### src/rtl/rx_syn_pkg.sv
// Shared types, widths and default thresholds for the receive-sync sequencer.
package rx_syn_pkg;

  localparam int TIMER_W = 20;
  localparam int RETRY_W = 4;
  localparam int MISS_W  = 6;

  typedef enum logic [2:0] {
    ST_IDLE   = 3'd0,
    ST_SEARCH = 3'd1,
    ST_FINE   = 3'd2,
    ST_TRACK  = 3'd3
  } syn_state_e;

  localparam logic [2:0] DEF_THRESH_NORM  = 3'd3;
  localparam logic [2:0] DEF_THRESH_RELAX = 3'd2;

  // The miss counter holds at all-ones rather than wrapping back to zero.
  function automatic logic [MISS_W-1:0] miss_sat_inc(input logic [MISS_W-1:0] v);
    return (v == '1) ? v : v + 1'b1;
  endfunction

endpackage

### src/rtl/rx_syn_ctrl_if.sv
// Handshake bundle between the sync sequencer and the coarse/fine sync blocks.
interface rx_syn_ctrl_if;
  import rx_syn_pkg::*;

  logic               rx_enable_in;
  logic               coarse_syn_success_in;
  logic               fine_syn_done_in;
  logic               fine_syn_fail_in;
  logic               slot_tick_in;
  logic               slot_hit_in;
  logic               coarse_search_en_out;
  logic [2:0]         threshold_out;
  logic               fine_syn_start_out;
  logic               syn_locked_out;
  logic               lock_lost_out;
  logic               search_fail_out;
  logic [2:0]         syn_state_out;
  logic [RETRY_W-1:0] retry_cnt_out;

  modport master (
    input  rx_enable_in, coarse_syn_success_in, fine_syn_done_in,
           fine_syn_fail_in, slot_tick_in, slot_hit_in,
    output coarse_search_en_out, threshold_out, fine_syn_start_out,
           syn_locked_out, lock_lost_out, search_fail_out,
           syn_state_out, retry_cnt_out
  );

  modport slave (
    output rx_enable_in, coarse_syn_success_in, fine_syn_done_in,
           fine_syn_fail_in, slot_tick_in, slot_hit_in,
    input  coarse_search_en_out, threshold_out, fine_syn_start_out,
           syn_locked_out, lock_lost_out, search_fail_out,
           syn_state_out, retry_cnt_out
  );

endinterface

### src/rtl/rx_syn_timer.sv
// Clearable saturating attempt timer with an expire flag at a programmable limit.
// The raw count is only exported when RX_SYN_DEBUG_EN is defined.
module rx_syn_timer
  import rx_syn_pkg::*;
(
  input  logic               clk_i,
  input  logic               rst_i,
  input  logic               clear_i,
  input  logic [TIMER_W-1:0] limit_i,
`ifdef RX_SYN_DEBUG_EN
  output logic [TIMER_W-1:0] count_o,
`endif
  output logic               expire_o
);

  logic [TIMER_W-1:0] count_q, count_d;

  always_comb begin
    count_d = count_q;
    if (clear_i) begin
      count_d = '0;
    end else if (count_q != '1) begin
      count_d = count_q + 1'b1;
    end
  end

  always_ff @(posedge clk_i) begin
    if (rst_i) begin
      count_q <= '0;
    end else begin
      count_q <= count_d;
    end
  end

`ifdef RX_SYN_DEBUG_EN
  assign count_o = count_q;
`endif
  assign expire_o = (count_q == limit_i);

endmodule

### src/rtl/rx_syn_ctrl.sv
// Receive-sync sequencer: coarse search, fine sync, lock tracking, retries.
// Define RX_SYN_DEBUG_EN to populate debug_signal; otherwise it is tied to zero.
module rx_syn_ctrl
  import rx_syn_pkg::*;
#(
  parameter logic [TIMER_W-1:0] COARSE_TIMEOUT = 20'd96000,
  parameter logic [TIMER_W-1:0] FINE_TIMEOUT   = 20'd20800,
  parameter logic [RETRY_W-1:0] MAX_RETRY      = 4'd4,
  parameter logic [MISS_W-1:0]  MISS_LIMIT     = 6'd8,
  parameter logic [2:0]         THRESH_NORM    = DEF_THRESH_NORM,
  parameter logic [2:0]         THRESH_RELAX   = DEF_THRESH_RELAX
) (
  input  logic                logic_clk_in,
  input  logic                logic_rst_in,
  rx_syn_ctrl_if.master       bus,
  output logic [63:0]         debug_signal
);

  syn_state_e         state_q, state_d;
  logic [RETRY_W-1:0] retry_q, retry_d;
  logic [MISS_W-1:0]  miss_q, miss_d, miss_inc;
  logic               timer_clear, timer_expire, attempt_fail;
  logic [TIMER_W-1:0] timer_limit;
  logic               fine_start_d, lock_lost_d, search_fail_d;

  logic               coarse_en_q, fine_start_q, locked_q, lock_lost_q, search_fail_q;
  logic [2:0]         threshold_q;

  // One timer serves both attempt phases; only its limit changes with state.
  assign timer_limit = (state_q == ST_FINE) ? FINE_TIMEOUT - 1'b1 : COARSE_TIMEOUT - 1'b1;
  assign miss_inc    = miss_sat_inc(miss_q);

`ifdef RX_SYN_DEBUG_EN
  logic [TIMER_W-1:0] timer_cnt;
`endif

  rx_syn_timer u_timer (
    .clk_i    (logic_clk_in),
    .rst_i    (logic_rst_in),
    .clear_i  (timer_clear),
    .limit_i  (timer_limit),
`ifdef RX_SYN_DEBUG_EN
    .count_o  (timer_cnt),
`endif
    .expire_o (timer_expire)
  );

  always_comb begin
    state_d       = state_q;
    retry_d       = retry_q;
    miss_d        = miss_q;
    timer_clear   = 1'b0;
    attempt_fail  = 1'b0;
    fine_start_d  = 1'b0;
    lock_lost_d   = 1'b0;
    search_fail_d = 1'b0;

    if (!bus.rx_enable_in) begin
      state_d     = ST_IDLE;
      retry_d     = '0;
      miss_d      = '0;
      timer_clear = 1'b1;
    end else begin
      unique case (state_q)
        ST_IDLE: begin
          state_d     = ST_SEARCH;
          retry_d     = '0;
          miss_d      = '0;
          timer_clear = 1'b1;
        end
        ST_SEARCH: begin
          // A success landing on the timeout cycle still counts as success.
          if (bus.coarse_syn_success_in) begin
            state_d      = ST_FINE;
            timer_clear  = 1'b1;
            fine_start_d = 1'b1;
          end else if (timer_expire) begin
            attempt_fail = 1'b1;
          end
        end
        ST_FINE: begin
          if (bus.fine_syn_done_in) begin
            state_d     = ST_TRACK;
            retry_d     = '0;
            miss_d      = '0;
            timer_clear = 1'b1;
          end else if (bus.fine_syn_fail_in || timer_expire) begin
            attempt_fail = 1'b1;
          end
        end
        ST_TRACK: begin
          timer_clear = 1'b1;
          if (bus.slot_tick_in) begin
            if (bus.slot_hit_in) begin
              miss_d = '0;
            end else if (miss_inc == MISS_LIMIT) begin
              state_d     = ST_SEARCH;
              retry_d     = '0;
              miss_d      = '0;
              lock_lost_d = 1'b1;
            end else begin
              miss_d = miss_inc;
            end
          end
        end
        default: begin
          state_d     = ST_IDLE;
          retry_d     = '0;
          miss_d      = '0;
          timer_clear = 1'b1;
        end
      endcase

      // Coarse and fine failures draw on the same retry budget.
      if (attempt_fail) begin
        timer_clear = 1'b1;
        if (retry_q >= MAX_RETRY - 1'b1) begin
          state_d       = ST_IDLE;
          retry_d       = '0;
          search_fail_d = 1'b1;
        end else begin
          state_d = ST_SEARCH;
          retry_d = retry_q + 1'b1;
        end
      end
    end
  end

  // Outputs are registered from next-state so they line up with the state they describe.
  always_ff @(posedge logic_clk_in) begin
    if (logic_rst_in) begin
      state_q       <= ST_IDLE;
      retry_q       <= '0;
      miss_q        <= '0;
      coarse_en_q   <= 1'b0;
      threshold_q   <= THRESH_NORM;
      fine_start_q  <= 1'b0;
      locked_q      <= 1'b0;
      lock_lost_q   <= 1'b0;
      search_fail_q <= 1'b0;
    end else begin
      state_q       <= state_d;
      retry_q       <= retry_d;
      miss_q        <= miss_d;
      coarse_en_q   <= (state_d == ST_SEARCH);
      threshold_q   <= (retry_d == '0) ? THRESH_NORM : THRESH_RELAX;
      fine_start_q  <= fine_start_d;
      locked_q      <= (state_d == ST_TRACK);
      lock_lost_q   <= lock_lost_d;
      search_fail_q <= search_fail_d;
    end
  end

  assign bus.coarse_search_en_out = coarse_en_q;
  assign bus.threshold_out        = threshold_q;
  assign bus.fine_syn_start_out   = fine_start_q;
  assign bus.syn_locked_out       = locked_q;
  assign bus.lock_lost_out        = lock_lost_q;
  assign bus.search_fail_out      = search_fail_q;
  assign bus.syn_state_out        = state_q;
  assign bus.retry_cnt_out        = retry_q;

`ifdef RX_SYN_DEBUG_EN
  logic [63:0] debug_q;

  always_ff @(posedge logic_clk_in) begin
    if (logic_rst_in) begin
      debug_q <= '0;
    end else begin
      debug_q <= {27'd0, bus.slot_hit_in, bus.fine_syn_fail_in, bus.fine_syn_done_in,
                  bus.coarse_syn_success_in, timer_cnt, miss_q, retry_q, state_q};
    end
  end

  assign debug_signal = debug_q;
`else
  assign debug_signal = 64'd0;
`endif

endmodule

### src/flat_wrapper.sv
// flat-port wrapper written by rule: the top's interface ports become plain ports
module rx_syn_ctrl_flat import rx_syn_pkg::*;
#(
  parameter logic [TIMER_W-1:0] COARSE_TIMEOUT = 20'd96000,
  parameter logic [TIMER_W-1:0] FINE_TIMEOUT   = 20'd20800,
  parameter logic [RETRY_W-1:0] MAX_RETRY      = 4'd4,
  parameter logic [MISS_W-1:0]  MISS_LIMIT     = 6'd8,
  parameter logic [2:0]         THRESH_NORM    = DEF_THRESH_NORM,
  parameter logic [2:0]         THRESH_RELAX   = DEF_THRESH_RELAX
)
  (logic_clk_in, logic_rst_in, debug_signal, bus_rx_enable_in, bus_coarse_syn_success_in, bus_fine_syn_done_in, bus_fine_syn_fail_in, bus_slot_tick_in, bus_slot_hit_in, bus_coarse_search_en_out, bus_threshold_out, bus_fine_syn_start_out, bus_syn_locked_out, bus_lock_lost_out, bus_search_fail_out, bus_syn_state_out, bus_retry_cnt_out);
  rx_syn_ctrl_if bus_i ();
  input  logic logic_clk_in;
  input  logic logic_rst_in;
  output logic [63:0] debug_signal;
  input wire logic [$bits(bus_i.rx_enable_in)-1:0] bus_rx_enable_in;
  input wire logic [$bits(bus_i.coarse_syn_success_in)-1:0] bus_coarse_syn_success_in;
  input wire logic [$bits(bus_i.fine_syn_done_in)-1:0] bus_fine_syn_done_in;
  input wire logic [$bits(bus_i.fine_syn_fail_in)-1:0] bus_fine_syn_fail_in;
  input wire logic [$bits(bus_i.slot_tick_in)-1:0] bus_slot_tick_in;
  input wire logic [$bits(bus_i.slot_hit_in)-1:0] bus_slot_hit_in;
  output wire logic [$bits(bus_i.coarse_search_en_out)-1:0] bus_coarse_search_en_out;
  output wire logic [$bits(bus_i.threshold_out)-1:0] bus_threshold_out;
  output wire logic [$bits(bus_i.fine_syn_start_out)-1:0] bus_fine_syn_start_out;
  output wire logic [$bits(bus_i.syn_locked_out)-1:0] bus_syn_locked_out;
  output wire logic [$bits(bus_i.lock_lost_out)-1:0] bus_lock_lost_out;
  output wire logic [$bits(bus_i.search_fail_out)-1:0] bus_search_fail_out;
  output wire logic [$bits(bus_i.syn_state_out)-1:0] bus_syn_state_out;
  output wire logic [$bits(bus_i.retry_cnt_out)-1:0] bus_retry_cnt_out;
  assign bus_i.rx_enable_in = bus_rx_enable_in;
  assign bus_i.coarse_syn_success_in = bus_coarse_syn_success_in;
  assign bus_i.fine_syn_done_in = bus_fine_syn_done_in;
  assign bus_i.fine_syn_fail_in = bus_fine_syn_fail_in;
  assign bus_i.slot_tick_in = bus_slot_tick_in;
  assign bus_i.slot_hit_in = bus_slot_hit_in;
  assign bus_coarse_search_en_out = bus_i.coarse_search_en_out;
  assign bus_threshold_out = bus_i.threshold_out;
  assign bus_fine_syn_start_out = bus_i.fine_syn_start_out;
  assign bus_syn_locked_out = bus_i.syn_locked_out;
  assign bus_lock_lost_out = bus_i.lock_lost_out;
  assign bus_search_fail_out = bus_i.search_fail_out;
  assign bus_syn_state_out = bus_i.syn_state_out;
  assign bus_retry_cnt_out = bus_i.retry_cnt_out;
  rx_syn_ctrl #(.COARSE_TIMEOUT(COARSE_TIMEOUT), .FINE_TIMEOUT(FINE_TIMEOUT), .MAX_RETRY(MAX_RETRY), .MISS_LIMIT(MISS_LIMIT), .THRESH_NORM(THRESH_NORM), .THRESH_RELAX(THRESH_RELAX)) u_core (.logic_clk_in(logic_clk_in), .logic_rst_in(logic_rst_in), .bus(bus_i), .debug_signal(debug_signal));
endmodule
### config.mk
export PLATFORM = sky130hd
export DESIGN_NAME = rx_syn_ctrl_flat
export DESIGN_NICKNAME = d
export VERILOG_FILES = /design/src/rtl/rx_syn_pkg.sv /design/src/rtl/rx_syn_ctrl_if.sv /design/src/rtl/rx_syn_timer.sv /design/src/rtl/rx_syn_ctrl.sv /design/src/flat_wrapper.sv
export SDC_FILE = /design/constraint.sdc
export NUM_CORES = 1
export LEC_CHECK = 0
export CORE_AREA = 4 4 85 87
export DETAILED_ROUTE_END_ITERATION = 7
export DIE_AREA = 0 0 89 91
export PLACE_DENSITY = 0.84
export SLEW_MARGIN = 20
export SYNTH_ARGS = -nofsm -noshare
export SYNTH_HDL_FRONTEND = slang
export SYNTH_HIERARCHICAL = 1
export SYNTH_SLANG_ARGS = --single-unit
### constraint.sdc
create_clock -name logic_clk_in -period 3.3 [get_ports logic_clk_in]
set_clock_uncertainty 0.05 [all_clocks]
set_input_delay 0.33 -clock logic_clk_in [delete_from_list [all_inputs] [get_ports logic_clk_in]]
set_output_delay 0.33 -clock logic_clk_in [all_outputs]
set_load 0.02 [all_outputs]
==> results of run 1 <==
[power by group through the flow]
stage	Sequential, mW	Combinational [mW]	Clock [mW]
after floorplan	0.487	0.147	0
after global placement	0.484	0.109	0
after detailed placement	0.484	0.110	0
after CTS	0.473	0.110	0.416
after global routing	0.473	0.122	0.433
final	0.473	0.114	0.413
[through the flow]
step	utilization (%)	instance area [um^2]	instances
after detailed placement	44.1	2800	433
after floorplan	-	3040	414
final	46.0	2920	441
after global routing	46.0	2920	441
after global placement	44.1	2800	433
after CTS	45.9	2920	441
[state kept, by name (all words and copies together) (netlist names)]
name / flops
u_core/bus.coarse_search_en_out: 1
u_core/bus.threshold_out: 1
u_core/bus.syn_locked_out: 1
u_core/bus.syn_state_out: 3
u_core/u_timer/count_q: 20
u_core/bus.fine_syn_start_out: 1
u_core/miss_q: 6
u_core/bus.lock_lost_out: 1
u_core/bus.retry_cnt_out: 4
u_core/bus.search_fail_out: 1
[cell families after synthesis]
family | synth area share, %
other | 0.273
buffers and inverters | 21.5
adder cells (fa/ha/maj) | 1.37
XOR/XNOR | 6.69
multiplexers | 1.64
flip-flops | 28.4
AO/OA/AOI/OAI | 15.5
AND/OR/NAND/NOR | 24.6
[synthesized netlist by cell type (2+ instances only)]
cell	n	share of area [%]
nor3b_1	2	0.55
ha_1	3	1.4
xnor2_1	8	2.6
buf_4	66	18
nor2b_1	2	0.46
o211ai_1	2	0.55
or2_2	3	0.68
mux2i_1	3	1.1
dfxtp_1	39	28
or3_1	6	1.4
and3b_1	2	0.64
a41oi_1	4	1.3
nand2b_1	4	0.91
o21ai_0	9	1.6
and2_1	4	0.91
buf_2	7	1.3
a21boi_0	2	0.55
nand4_1	9	2.0
nor2_1	14	1.9
conb_1	2	0.27
clkbuf_2	3	0.55
clkbuf_1	7	0.96
a31oi_1	7	1.6
inv_1	5	0.68
nand2_1	16	2.2
a21oi_1	14	2.6
nand3b_1	4	1.1
nand3_1	15	2.7
nor3_1	18	3.3
and4_1	3	0.96
and3_1	4	0.91
xor2_1	13	4.1
a211oi_1	3	0.82
nor4_1	6	1.4
[worst max-delay path by stage]
stage / slack, ns / end / depth (start not counted)
global route: 0.12 / u_core/u_timer/count_q[9]$_SDFFE_PP0P_ / 13
global placement: 0.31 / u_core/u_timer/count_q[9]$_SDFFE_PP0P_ / 13
CTS: 0.16 / u_core/u_timer/count_q[9]$_SDFFE_PP0P_ / 13
detailed placement: 0.19 / u_core/u_timer/count_q[9]$_SDFFE_PP0P_ / 13
floorplan: 0.04 / u_core/u_timer/count_q[8]$_SDFFE_PP0P_ / 14
finish: 0.34 / u_core/u_timer/count_q[9]$_SDFFE_PP0P_ / 13
[cells in the final DEF, fill, tap and decap left out, types with 7 or more instances in the layout]
master	synthesis	layout
nor2_1	14	13
xnor2_1	8	8
conb_1	2	80
clkdlybuf4s50_1	0	20
nand4_1	9	9
xor2_1	13	13
nand3_1	15	15
dfxtp_1	39	39
o21ai_0	9	9
a31oi_1	7	7
nand2_1	16	16
nor3_1	18	18
a21oi_1	14	14
[cell type report]
class                           instances  area (um^2)
Clock buffer                            5         68.8
Clock inverter                          3         43.8
Fill cell                             609         3430
Inverter                                5         18.8
Multi-Input combinational cell        287         1680
Sequential cell                        39          781
Tap cell                               77         96.3
Timing Repair Buffer                   25          238
[critical path, stage by stage, from the launching register on]
cell	delay (ns)
dfxtp_1	0.34
or3b_4	0.45
xor2_1	0.16
nor4_1	0.28
nand3_1	0.10
nor3_1	0.22
inv_1	0.12
o32ai_4	0.29
nor2_1	0.06
nand3_1	0.15
nor2_2	0.15
o311a_1	0.17
a41oi_1	0.18
o41ai_1	0.10
[layer usage]
| layer | track usage (%) | up-vias | part of all wire [%] |
|---|---|---|---|
| li1 | - | 1114 | - |
| met1 | 18.3 | 1085 | 40 |
| met2 | 22.8 | 135 | 48 |
| met3 | 3.62 | 17 | 9.8 |
| met4 | 7.32 | 0 | 2.6 |
| met5 | 0 | - | 0 |
[timing repair]
item,4_1_cts,5_1_grt
endpoints found under the setup margin,0,2
hold endpoints to repair,0,0
resized for setup,0,3
==> results_dict.tcl, run 1 <==
set metrics [dict create \
    seq_area_frac_synth_pct 28.4 \
    dp_hpwl_mm 4.44 \
    drt_iter0_drc 207 \
    firstDrtPassIters 5 \
    min_path_type "register to register" \
    post_cts_buffers 0 \
    gp_congestion 0.953 \
    syn-cell-area_um2 2750 \
    grtUsageTotal_pct 14.5 \
    wl_per_cell_um 13.9 \
    pwr-share-clk_pct 41.3 \
    die_area_um2 8100 \
    min_path_cells 1 \
    max_freq_mhz 338 \
    drv_cap 0 \
    finalSetupViolations 0 \
    rr_endpoint "u_core/u_timer/count_q[9]$_SDFFE_PP0P_" \
    cts_tree "built" \
    antenna_found_initial 0 \
    layout_worst_path_cycle_share_pct 89.6 \
    yosysWarnings 6 \
    grt_overflow 0 \
    drive_above_1_share_pct 7.42 \
    rsz0062_at_grt "no" \
    min_period_ns 2.96 \
    vias_per_cell 5.33 \
    postRouteAntennaNets 0 \
    syn_area_per_cell_um2 8.18 \
    vdd_drop_max_mv 0.251 \
    critical_path.max_fanout 14 \
    rr_startpoint "u_core/bus.syn_state_out[1]$_SDFF_PP0_" \
    worstSetupEndpointType "register" \
    fp.coreArea_um2 6350 \
    grt_first_pass_wirelength_mm 9.50 \
    critPathLaunch "u_core/bus.syn_state_out[1]$_SDFF_PP0_" \
    rows 29 \
    leakage_nw 1.15 \
    die_y_um 91 \
    setup_tns_ns 0 \
    combPwrFrac_pct 11.4 \
    path_class "register to register" \
    powerDensity_nw_per_um2 342 \
    initial_core_util_pct 43.3 \
    io_buffers 20 \
    cts_max_level 2 \
    synth_flop_cell "dfxtp_1" \
    switching_share_pct 28.1 \
    internal_power_mw 0.718 \
    maxSlewViolCount 0 \
    hold_slack_ns 0.460 \
    postRouteWirelength_mm 6.14 \
    cts_root_buf "clkbuf_8" \
    p_sw_mw 0.281 \
    worst_skew_pair.late_latency_ns 0.30 \
    vias 2351 \
    die_w_um 89 \
    rr_worst_depth 13 \
    hold_buffers 0 \
    worstPathRequired_ns 3.43 \
    clkSinkCount 39 \
    grt_max_degree 15 \
    cts_buffer_depth 2 \
    pwr-share-seq_pct 47.3 \
    post-route-drc-count 0 \
    synth_seq_cells 39 \
    slew_headroom_pct 55.1 \
    synth-edff-count 0 \
    synth_cell_types 61 \
    worst_slack_ns 0.344 \
    syn_inst 336 \
    path_clk_slew_ns 0.08 \
    hp-start "u_core/bus.retry_cnt_out[3]$_SDFF_PP0_" \
    area_growth_pct 6.38 \
    ff2ff_setup_slack_ns 0.34 \
    holdPathEnd "u_core/bus.retry_cnt_out[3]$_SDFF_PP0_" \
    fin_nets 374 \
    dp_slack_ns 0.193 \
    finalHoldViolations 0 \
    async_reset_ff_share_pct 0 \
    tightest_slew_ns 0.668 \
    cts_buffers 5 \
    arrival_ns 3.08 \
    p_total_mw 0.999 \
    n_antenna_cell 0 \
    status "finished clean" \
    io-pin-count 87 \
    cp-start-kind "register" \
    grt_pass1_vias 2011 \
]
Power figures use the tool's default switching activity.
==> run 2, diff against run 1 <==
--- a/config.mk
+++ b/config.mk
@@ -9,6 +9,7 @@
 export DETAILED_ROUTE_END_ITERATION = 7
 export DIE_AREA = 0 0 89 91
 export PLACE_DENSITY = 0.84
+export SETUP_SLACK_MARGIN = 0.5
 export SLEW_MARGIN = 20
 export SYNTH_ARGS = -nofsm -noshare
 export SYNTH_HDL_FRONTEND = slang
==> results_dict.tcl, run 2 (same netlist as run 1, synthesis figures left out) <==
set metrics [dict create \
    worst_skew_pair.late_latency_ns 0.29 \
    path_class "register to register" \
    multi_input_area_um2 1730 \
    max_freq_mhz 360 \
    postRouteAntennaNets 0 \
    die_w_um 89 \
    min_path_type "register to register" \
    final_common_cell "conb_1" \
    final_cell_mix "conb_1, dfxtp_1, clkdlybuf4s50_1" \
    ff2ff_setup_slack_ns 0.52 \
    fp.coreArea_um2 6350 \
    tightest_slew_ns 0.692 \
    p_sw_mw 0.261 \
    pwr-share-seq_pct 52.3 \
    postRouteWirelength_mm 6.18 \
    grt_max_degree 15 \
    wl_per_cell_um 13.6 \
    drt_iter0_drc 188 \
    cts_max_level 2 \
    io-pin-count 87 \
    crit_chain "or3b_4, xor2_1, nor4_1, nand3_1, nor3_2, inv_1, o32ai_4, nor2_1, nand3_2, or2_4, nor3_2, a311o_1" \
    internal_power_mw 0.643 \
    drv_cap 0 \
    drive_above_1_share_pct 13.3 \
    grt_first_pass_wirelength_mm 9.78 \
    finalSetupViolations 0 \
    combPwrFrac_pct 13.0 \
    min_period_ns 2.78 \
    powerDensity_nw_per_um2 295 \
    gp_congestion 0.934 \
    vias 2360 \
    vdd_drop_max_mv 0.211 \
    path_clk_slew_ns 0.08 \
    maxSlewViolCount 0 \
    io_buffers 20 \
    finalHoldViolations 0 \
    slowest_delay_ns 0.45 \
    crit_slowest_cell "or3b_4" \
    cp-start-kind "register" \
    cpLargestDelayFamily "simple AND/OR/NAND/NOR gates" \
    cts_buffer_depth 2 \
    fin_nets 387 \
    firstDrtPassIters 4 \
    cts_buffers 5 \
    initial_core_util_pct 43.3 \
    grt_pass1_vias 2137 \
    largest_reg_flops 20 \
    die_area_um2 8100 \
    arrival_ns 2.91 \
    area_growth_pct 11.7 \
    grt_overflow 0 \
    rows 29 \
    worstSetupEndpointType "register" \
    worstPathRequired_ns 3.43 \
    n_fill_cell 589 \
    regMostFlops "u_core/u_timer/count_q" \
    post-route-drc-count 0 \
    dp_hpwl_mm 4.38 \
    cp_common_cell "nor3_2" \
    pwr-share-clk_pct 34.7 \
    antenna_found_initial 0 \
    regArea_um2 788 \
    cts_tree "built" \
    vias_per_cell 5.20 \
    path_buf_inv 1 \
    slew_headroom_pct 53.4 \
    clkSinkCount 39 \
    n_antenna_cell 0 \
    die_y_um 91 \
    setup_tns_ns 0 \
    critical_path.max_fanout 6 \
    status "finished clean" \
    p_total_mw 0.904 \
    rsz0062_at_grt "yes" \
    grtUsageTotal_pct 14.7 \
    layout_worst_path_cycle_share_pct 84.1 \
    cts_root_buf "clkbuf_8" \
    switching_share_pct 28.9 \
    hold_buffers 0 \
    leakage_nw 1.21 \
]
==> run 2: layout make-up <==
| class | instances | share of cell area (%) |
|---|---|---|
| Multi-Input combinational cell | 287 | 56.3 |
| Sequential cell | 39 | 25.7 |
| Timing Repair Buffer | 38 | 11.5 |
| Tap cell | 77 | 3.14 |
| Clock buffer | 6 | 2.36 |
| Inverter | 5 | 0.611 |
| Clock inverter | 2 | 0.408 |
==> run 2: path summary, 6_finish.rpt <==
check,startpoint,endpoint,cells past startpoint
setup / recovery,u_core/bus.syn_state_out[2]$_SDFF_PP0_,u_core/u_timer/count_q[5]$_SDFFE_PP0P_,12
hold / removal,u_core/bus.syn_state_out[2]$_SDFF_PP0_,u_core/bus.fine_syn_start_out$_SDFF_PP0_,1
setup reg to reg,u_core/bus.syn_state_out[2]$_SDFF_PP0_,u_core/u_timer/count_q[5]$_SDFFE_PP0P_,12
hold reg to reg,u_core/bus.syn_state_out[2]$_SDFF_PP0_,u_core/bus.fine_syn_start_out$_SDFF_PP0_,1
==> run 2: per-stage QoR <==
stage | util, % | setup WS [ns] | hold slack, ns | instances | instance area, um^2
after floorplan | - | 0.391 | 0.345 | 414 | 3070
after global placement | 43.9 | 0.324 | 0.445 | 430 | 2790
after detailed placement | 43.9 | 0.198 | 0.455 | 430 | 2790
after CTS | 45.8 | 0.506 | 0.469 | 440 | 2910
after global routing | 48.3 | 0.282 | 0.466 | 454 | 3070
final | 48.3 | 0.525 | 0.456 | 454 | 3070
==> run 2: power by group through the flow <==
| stage | Sequential [mW] | Clock [mW] | Combinational [mW] |
|---|---|---|---|
| after global routing | 0.473 | 0.346 | 0.127 |
| after CTS | 0.475 | 0.329 | 0.108 |
| after detailed placement | 0.486 | 0 | 0.107 |
| after floorplan | 0.487 | 0 | 0.148 |
| after global placement | 0.486 | 0 | 0.107 |
| final | 0.473 | 0.314 | 0.118 |
==> run 2: repair_timing <==
action                     4_1_cts  5_1_grt
gates cloned                     0        0
buffers inserted                 2       14
pin swaps                        2        8
setup endpoints to repair       13       20
resized for setup                4       14
==> run 2: layer usage <==
metal / share of wire (%) / global-route usage, %
met1: 40 / 18.0
met2: 51 / 24.6
met3: 6.8 / 3.80
met4: 2.3 / 5.33
met5: 0 / 0
==> run 3, diff against run 2 <==
==> constraint.sdc (replaced) <==
create_clock -name logic_clk_in -period 2.32 [get_ports logic_clk_in]
set_clock_uncertainty 0.05 [all_clocks]
set_input_delay 0.232 -clock logic_clk_in [delete_from_list [all_inputs] [get_ports logic_clk_in]]
set_output_delay 0.232 -clock logic_clk_in [all_outputs]
set_load 0.02 [all_outputs]
==> results_dict.tcl, run 3 (same netlist as run 1, synthesis figures left out) <==
set metrics [dict create \
    status "complete, but fails checks" \
    violations "negative setup slack" \
    slew_headroom_pct 60.2 \
    rsz0062_at_grt "yes" \
    post-route-drc-count 0 \
    postRouteWirelength_mm 7.06 \
    crit_chain "or3b_4, xor2_1, nor4_1, nand3_1, nor3_2, inv_1, o32ai_4, nor2_2, nand3_2, or2_4, nor3_2, a311o_1" \
    tightest_slew_ns 0.590 \
    drv_cap 0 \
    cts_root_buf "clkbuf_8" \
    leakage_nw 1.38 \
    critPathLaunch "u_core/bus.syn_state_out[0]$_SDFF_PP0_" \
    vias_per_cell 5.25 \
    powerDensity_nw_per_um2 431 \
    globalRouteMet3Util_pct 3.44 \
    area_growth_pct 22.3 \
    grtUsageTotal_pct 16.7 \
    path_clk_slew_ns 0.08 \
    die_w_um 89 \
    initial_core_util_pct 43.3 \
    grt_util_met1_pct 19.4 \
    grt_max_degree 13 \
    antenna_found_initial 0 \
    worstSetupEndpointType "register" \
    hp-start "u_core/bus.retry_cnt_out[3]$_SDFF_PP0_" \
    gp_congestion 0.910 \
    critical_path.max_fanout 6 \
    firstDrtPassIters 6 \
    worst_skew_pair.late_latency_ns 0.30 \
    combPwrFrac_pct 12.1 \
    rows 29 \
    postRouteAntennaNets 0 \
    grt_overflow 0 \
    clkSinkCount 39 \
    cp-start-kind "register" \
    grt_first_pass_wirelength_mm 10.9 \
    n_fill_cell 573 \
    cp_common_cell "nor3_2" \
    cts_max_level 2 \
    worst_slack_ns -0.405 \
    cts_buffers 5 \
    max_freq_mhz 367 \
    finalHoldViolations 0 \
    min_path_type "register to register" \
    maxSlewViolCount 0 \
    min_period_ns 2.73 \
    vdd_drop_max_mv 0.336 \
    regMostFlops "u_core/u_timer/count_q" \
    internal_power_mw 1.06 \
    crit_slowest_cell "or3b_4" \
    die_area_um2 8100 \
    io-pin-count 87 \
    path_buf_inv 1 \
    cts_buffer_depth 2 \
    pwr-share-seq_pct 46.5 \
    drt_iter0_drc 277 \
    hold_slack_ns 0.460 \
    cpLargestDelayFamily "simple AND/OR/NAND/NOR gates" \
    path_class "register to register" \
    placed_cells 464 \
    drive_above_1_share_pct 21.8 \
    arrival_ns 2.87 \
    largest_reg_flops 20 \
    pwr-share-clk_pct 41.5 \
    hold_buffers 0 \
    met2_usage_pct 29.0 \
    grt_pass1_vias 2354 \
    wl_per_cell_um 14.7 \
    slowest_delay_ns 0.44 \
    rr_startpoint "u_core/bus.syn_state_out[0]$_SDFF_PP0_" \
    fin_nets 413 \
    worstPathRequired_ns 2.47 \
    final_common_cell "conb_1" \
    die_y_um 91 \
    final_cell_mix "conb_1, dfxtp_1, buf_4" \
    ff2ff_setup_slack_ns -0.41 \
    p_sw_mw 0.391 \
    dp_hpwl_mm 4.91 \
    io_buffers 20 \
    finalSetupViolations 29 \
    cts_tree "built" \
    layout_worst_path_cycle_share_pct 117 \
    n_antenna_cell 0 \
    vias 2521 \
    switching_share_pct 27.0 \
    fin_cells 480 \
    fp.coreArea_um2 6350 \
    grt.busiest_layer "met2" \
]
==> run 3: changes by cell type in the layout (fill, tap and decap cells not counted), sizes merged <==
cell and delta:
clkdlybuf4s50 -1, buf +26, bufinv +1, clkinvlp -1, dlymetal6s2s +1
==> run 3: power by group through the flow <==
stage	sequential, mW	combinational, mW	clock, mW
after floorplan	0.693	0.210	0
after global placement	0.688	0.159	0
after detailed placement	0.689	0.160	0
after CTS	0.673	0.165	0.610
after global routing	0.673	0.186	0.635
final	0.673	0.175	0.600
==> run 3: metrics by stage <==
stage | total power, mW | util (%) | TNS [ns] | setup WS (ns) | instance area, um^2
finish | 1.45 | 52.9 | -8.44 | -0.405 | 3360
detailed placement | 0.849 | 48.0 | -9.09 | -0.488 | 3050
global route | 1.49 | 52.9 | -11.54 | -0.511 | 3360
floorplan | 0.904 | - | -10.57 | -0.589 | 3070
global placement | 0.848 | 48.0 | -6.18 | -0.388 | 3050
CTS | 1.45 | 51.0 | -8.63 | -0.427 | 3240
==> run 3: final timing paths <==
check                                           endpoint  cells after the start
setup / recovery  u_core/u_timer/count_q[5]$_SDFFE_PP0P_                     12
hold / removal    u_core/bus.retry_cnt_out[3]$_SDFF_PP0_                      1
setup reg to reg  u_core/u_timer/count_q[5]$_SDFFE_PP0P_                     12
hold reg to reg   u_core/bus.retry_cnt_out[3]$_SDFF_PP0_                      1
==> run 3: layer usage <==
metal | part of all wire, % | wire, um
met2 | 52 | 3700
met4 | 2.5 | 179
met1 | 37 | 2640
met3 | 7.7 | 544
met5 | 0 | 0
==> run 3: cell type report <==
cell class                      count  area [um^2]  area share (%)
Tap cell                           77         96.3            2.87
Inverter                            5         18.8           0.559
Multi-Input combinational cell    287         1770            52.7
Clock inverter                      2         35.0            1.04
Timing Repair Buffer               64          571            17.0
Sequential cell                    39          786            23.4
Clock buffer                        6         82.6            2.46
==> run 3: repair_timing <==
action | CTS | global route
pin swaps | 12 | 10
gates cloned | 0 | 0
setup endpoints to repair | 32 | 34
endpoints found under the hold margin | 0 | 0
resized for setup | 18 | 19
buffers inserted | 2 | 6
